===== config.mk =====
export PLATFORM = sky130hd
export DESIGN_NAME = addsub_serial_ctrl
export DESIGN_NICKNAME = d
export VERILOG_FILES = /design/src/rtl/addsub_serial_ctrl.sv
export SDC_FILE = /design/constraint.sdc
export NUM_CORES = 1
export LEC_CHECK = 0
export ABC_AREA = 1
export ABC_CLOCK_PERIOD_IN_PS = 1350
export CORE_MARGIN = 3
export CORE_UTILIZATION = 49
export CTS_CLUSTER_DIAMETER = 80
export DETAILED_ROUTE_END_ITERATION = 8
export GPL_ROUTABILITY_DRIVEN = 1
export PLACE_DENSITY = 0.77
export SYNTH_ARGS = -nofsm -noshare
export SYNTH_HDL_FRONTEND = slang
export SYNTH_SLANG_ARGS = --single-unit

===== constraint.sdc =====
create_clock -name clk -period 1.35 [get_ports clk]
set_input_delay 0.3375 -clock clk [delete_from_list [all_inputs] [get_ports clk]]
set_output_delay 0.3375 -clock clk [all_outputs]
set_load 0.005 [all_outputs]

===== src/rtl/addsub_serial_ctrl.sv =====
// Bit-serial N-bit adder/subtractor controller: one full-adder step per clock, LSB first.
// Optional build macro ADDSUB_OVF_EN enables the signed overflow flag; otherwise ovf is held at 0.
module addsub_serial_ctrl #(
  parameter int unsigned N = 4
) (
  input  logic         clk,
  input  logic         rst_n,
  input  logic         start,
  input  logic         mode,
  input  logic [N-1:0] a,
  input  logic [N-1:0] b,
  output logic         busy,
  output logic         done,
  output logic [N-1:0] result,
  output logic         cout,
  output logic         ovf
);

  localparam int unsigned CW = (N > 2) ? $clog2(N) : 1;
  localparam logic [CW-1:0] LAST = CW'(N - 1);

  typedef enum logic [1:0] {
    IDLE  = 2'd0,
    SHIFT = 2'd1,
    DONE  = 2'd2
  } state_t;

  state_t         state;
  logic [CW-1:0]  cnt;
  logic [N-1:0]   a_sr;
  logic [N-1:0]   b_sr;
  logic [N-1:0]   acc;
  logic           carry;

  // Full adder built as two half-adder stages on the current LSBs
  logic ha1_s, ha1_c, ha2_c;
  logic sum_bit, carry_nxt;

  assign ha1_s     = a_sr[0] ^ b_sr[0];
  assign ha1_c     = a_sr[0] & b_sr[0];
  assign sum_bit   = ha1_s ^ carry;
  assign ha2_c     = ha1_s & carry;
  assign carry_nxt = ha1_c | ha2_c;

  always_ff @(posedge clk) begin
    if (!rst_n) begin
      state  <= IDLE;
      cnt    <= '0;
      a_sr   <= '0;
      b_sr   <= '0;
      acc    <= '0;
      carry  <= 1'b0;
      busy   <= 1'b0;
      done   <= 1'b0;
      result <= '0;
      cout   <= 1'b0;
      ovf    <= 1'b0;
    end else begin
      case (state)
        IDLE, DONE: begin
          done <= 1'b0;
          if (start) begin
            // Subtract is A + ~B + 1: invert B and seed the carry with mode
            a_sr  <= a;
            b_sr  <= b ^ {N{mode}};
            carry <= mode;
            cnt   <= '0;
            busy  <= 1'b1;
            state <= SHIFT;
          end else begin
            state <= IDLE;
          end
        end

        SHIFT: begin
          acc   <= {sum_bit, acc[N-1:1]};
          a_sr  <= a_sr >> 1;
          b_sr  <= b_sr >> 1;
          carry <= carry_nxt;
          cnt   <= cnt + CW'(1);
          if (cnt == LAST) begin
            result <= {sum_bit, acc[N-1:1]};
            cout   <= carry_nxt;
`ifdef ADDSUB_OVF_EN
            // Carry into the MSB is the carry register during the final step
            ovf    <= carry ^ carry_nxt;
`else
            ovf    <= 1'b0;
`endif
            busy   <= 1'b0;
            done   <= 1'b1;
            state  <= DONE;
          end
        end

        default: begin
          busy  <= 1'b0;
          done  <= 1'b0;
          state <= IDLE;
        end
      endcase
    end
  end

endmodule


### Word level (Yosys, flattened, before mapping)

Index checks and enable logic that the tools add are counted.

* add/sub/neg operators: 1
* equality and inequality tests: 5
* mux-type cells: 14
* bitwise operators: 6
* reductions and logical operators: 7

Operators with widths (number)
* case mux 4 bit (2 select lines): 2
* 2-to-1 mux 4 bit: 2
* case mux 2 bit (2 select lines): 2
* AND reduction 2 bit: 4
* == test 2 bit (second input constant): 2
* 2-to-1 mux 1 bit: 4
* 2-to-1 mux 2 bit: 2
* inequality test 2 bit (second input constant): 2
* case mux 1 bit (2 select lines): 2
* XOR 4 bit: 1
* adder 2 x 1 -> 2 bit (second input constant): 1
* AND 1 bit: 2
* == test 2 x 1 -> 1 bit (second input constant): 1
* zero test 2 bit: 1
* nonzero test 2 bit: 1
* OR reduction 2 bit: 1
* XOR 1 bit: 2
* bitwise OR 1 bit: 1

* register bits after elaboration: 24
* input port bits: 12
* logic and storage cells: 43

### Depth between registers and ports, before layout

* depth after elaboration: 4
* mapped depth: 7
* mapped depth without buffers: 7

### Worst setup path before layout

OpenSTA, ideal clock, no wires.

* path type: register to register
* start: register a_sr[0]
* end: register acc[3]
* library setup time: 0.116 ns
* arrival time: 0.983 ns
* slack: 0.252 ns
* cell stages (with the launch flop): 4
* path through: dfxtp_1 fa_1 o21ai_0 nor2_1

* longest elaborated chain between the ends: 2

Ends and longest elaborated chain
* from (decl): line 30 `logic [N-1:0] a_sr;`
* from (signal assigned): line 77 `a_sr <= a_sr >> 1;`
* XOR 1 bit: line 39 `assign ha1_s = a_sr[0] ^ b_sr[0];`
* XOR 1 bit: line 41 `assign sum_bit = ha1_s ^ carry;`
* net sum_bit: line 37 `logic sum_bit, carry_nxt;`
* to (signal assigned): line 76 `acc <= {sum_bit, acc[N-1:1]};`
* to (decl): line 32 `logic [N-1:0] acc;`

The timed path passes the listed nets, and every way through them passes these cells.
A chain may end at the register's enable or synchronous reset.

### Worst setup path after layout

* start: register busy
* end: output port busy

RTL lines
* from (decl): line 12 `output logic busy,`
* from (signal assigned): line 53 `busy <= 1'b0;`
* from (signal assigned): line 68 `busy <= 1'b1;`
* from (signal assigned): line 90 `busy <= 1'b0;`

No word-level cell between the ends.

==> flow_metrics.env <==
export IMPL_min_delay_path_depth=1
export IMPL_drt_total_wl_mm=1.95
export IMPL_grt_max_degree=15
export IMPL_netlist_area_um2=991
export IMPL_ir_worst_vdd_mv=0.885
export IMPL_timing_final_crit_share_pct=92.5
export IMPL_grt_ovfl_total=0
export IMPL_port_buffers=18
export IMPL_cts_tree="yes"
export IMPL_fillers=167
export IMPL_start_util_pct=54.4
export IMPL_grt_total_usage_pct=17.6
export IMPL_finalHoldViolations=0
export IMPL_grt_pass1_wl_mm=3.52
export IMPL_crit_start="busy"
export IMPL_drive_gt1_share_pct=14.5
export IMPL_cp_end_kind="output port"
export IMPL_die_h_um=51.0
export IMPL_cts_root_buf="clkbuf_4"
export IMPL_dp_hpwl_mm=1.50
export IMPL_slew_violations=0
export IMPL_dr_pass1_iters=4
export IMPL_yosysWarnings=0
export IMPL_holdWs_ns=0.462
export IMPL_clock_sinks=23
export IMPL_crit_buf_inv=1
export IMPL_grt_pass1_vias=845
export IMPL_antenna_cells=0
export IMPL_antenna_found_initial=0
export IMPL_setup_ws_ns=0.102
export IMPL_final_core_util_pct=69.8
export IMPL_drcViolationCount=0
export IMPL_min_period_ns=1.25
export IMPL_reg2reg_slack_ns=0.19
export IMPL_slowest_delay_ns=0.34
export IMPL_rsz0062_at_grt="false"
export IMPL_synth_top_area_cell="dfxtp_1"
export IMPL_detail_route_vias_per_cell=4.76
export IMPL_worstPathRequired_ns=1.01
export IMPL_yosysTopAreaCellShare_pct=46.5
export IMPL_ys_flop_type="dfxtp_1"
export IMPL_setup_tns_ns=0
export IMPL_p_leak_nw=0.638
export IMPL_fp_coreArea_um2=1820
export IMPL_synth_seq_cells=23
export IMPL_reg2reg_from="b_sr[0]"
export IMPL_post_place_ws_ns=-0.102
export IMPL_clk_pin_slew_ns=0.13
export IMPL_synthArstFlopShare_pct=0
export IMPL_post_dp_cell_area_um2=1240
export IMPL_cts_buffers=3
export IMPL_die_w_um=51.0
export IMPL_crit_type="reg2out"
export IMPL_synth_edf_count=0
export IMPL_vias=910
export IMPL_synth_most_common_cell="nand2_1"
export IMPL_power_mw=1.26
export IMPL_clock_tree_buffer_depth=2
export IMPL_outcome="complete, no violations"
export IMPL_r2r_end="acc[3]"
export IMPL_power_frac_comb_pct=16.0
export IMPL_syn_area_per_cell_um2=7.03
export IMPL_synth_commonest_cells="nand2_1, dfxtp_1, inv_1"
export IMPL_drv_cap=0
export IMPL_final_cells=191
export IMPL_p_sw_share_pct=26.5
export IMPL_ys_top_cells_by_area="dfxtp_1, nand2_1, inv_1, nor2_1, a21oi_1"
export IMPL_ant_nets=0
export IMPL_seq_power_share_pct=58.9
export IMPL_ios=20
export IMPL_h_tree_depth=1
export IMPL_power_density_nw_per_um2=987
export IMPL_die_area_um2=2600
export IMPL_path_max_fanout=2
export IMPL_ys_types=19
export IMPL_insertion_delay_ns=0.31
export IMPL_p_clk_share_pct=25.1
export IMPL_path_delay_family="flip-flops"
export IMPL_rows=15
export IMPL_fmax_mhz=801
export IMPL_reg2reg_depth=3
export IMPL_syn_to_final_growth_pct=28.3
export IMPL_critPathSlowestCell="dfxtp_2"
export IMPL_place_congestion=0.771
export IMPL_post_cts_buffers=0
export IMPL_syn_nets=155
export IMPL_wl_per_cell_um=10.2
export IMPL_holdBufCountCts=0
export IMPL_fin_skew_ns=0.0102
export IMPL_final_nets=181
export IMPL_hold_start="cnt[0]"
export IMPL_synth_cells=141
export IMPL_drtIter0Drc=21
export IMPL_setup_worst_path_start_class="flop"
export IMPL_final_setup_viol_count=0
export IMPL_dpl_cell_count=187
export IMPL_hold_class="reg2reg"
export IMPL_whs_endpoint="cnt[0]"
export IMPL_seq_area_frac_synth_pct=46.5
export IMPL_design_area_um2=1270
export IMPL_cp_arrival_ns=0.91
export IMPL_internal_power_mw=0.922
export IMPL_crit_chain="dlygate4sd2_1"
export IMPL_p_switching_mw=0.333
cell usage in the layout, fill, tap and decap left out:
| cell type | Yosys | routed |
|---|---|---|
| conb_1 | 1 | 1 |
| nor2_2 | 1 | 2 |
| fa_1 | 1 | 1 |
| a21oi_1 | 10 | 10 |
| clkbuf_4 | 0 | 3 |
| nor2_4 | 1 | 1 |
| nand2_2 | 2 | 2 |
| nor3_1 | 1 | 1 |
| nand3_1 | 9 | 9 |
| nand2_1 | 45 | 45 |
| dfxtp_1 | 23 | 16 |
| nor2_1 | 15 | 14 |
| dfxtp_2 | 0 | 7 |
| buf_12 | 0 | 1 |
| inv_2 | 2 | 2 |
| clkinv_1 | 1 | 1 |
| xor2_1 | 1 | 1 |
| buf_4 | 2 | 5 |
| ha_1 | 1 | 1 |
| clkinv_2 | 0 | 1 |
| clkdlybuf4s50_1 | 0 | 11 |
| inv_1 | 16 | 16 |
| o21ai_0 | 8 | 8 |
| dlygate4sd2_1 | 0 | 7 |
sequential cells by signal, indices dropped and copies added (netlist names):
name    count
a_sr        4
acc         3
b_sr        4
busy        1
carry       1
cnt         2
cout        1
done        1
result      4
state       2
worst max-delay path by stage:
| stage | endpoint | cells after the start |
|---|---|---|
| 6_report | busy | 1 |
| 5_1_grt | result[3] | 5 |
| 4_1_cts | busy | 1 |
| 3_5_place_dp | a_sr[2] | 8 |
| 3_3_place_gp | a_sr[1] | 8 |
| 2_1_floorplan | acc[3] | 3 |
layer usage:
| metal | global-route usage (%) | vias to the layer above | share of wire (%) |
|---|---|---|---|
| li1 | - | 481 | - |
| met1 | 23.7 | 405 | 48 |
| met2 | 27.0 | 20 | 45 |
| met3 | 3.50 | 4 | 4.6 |
| met4 | 8.07 | 0 | 2.4 |
| met5 | 0 | - | 0 |
power groups by stage:
stage          sequential, mW  clock (mW)  combinational (mW)
3_5_place_dp            0.755           0               0.203
6_report                0.739       0.315               0.201
5_1_grt                 0.744       0.345               0.231
2_1_floorplan           0.750           0               0.118
3_3_place_gp            0.754           0               0.198
4_1_cts                 0.740       0.328               0.203
timing repair:
action | CTS | global route
endpoints found under the hold margin | 0 | 0
endpoints found under the setup margin | 7 | 5
gates resized for setup | 14 | 1
layout make-up:
cell class / instances / area, µm² / share of cell area [%]
Timing Repair Buffer: 24 / 229 / 18.0
Tap cell: 25 / 31.3 / 2.46
Sequential cell: 23 / 469 / 36.9
Multi-Input combinational cell: 96 / 443 / 34.8
Clock inverter: 1 / 5.00 / 0.394
Inverter: 19 / 71.3 / 5.61
Clock buffer: 3 / 22.5 / 1.77
cells by family after synthesis:
group	after synthesis	share of synthesized area, %
AOI/OAI and AO/OA	18	9.09
xor gates and xnor gates	1	0.884
adders and majority gates	2	3.28
buffers and inverters	22	9.09
DFF	23	46.5
other	1	0.378
and+or+nand+nor	74	30.8
Power figures use the tool's default switching activity.
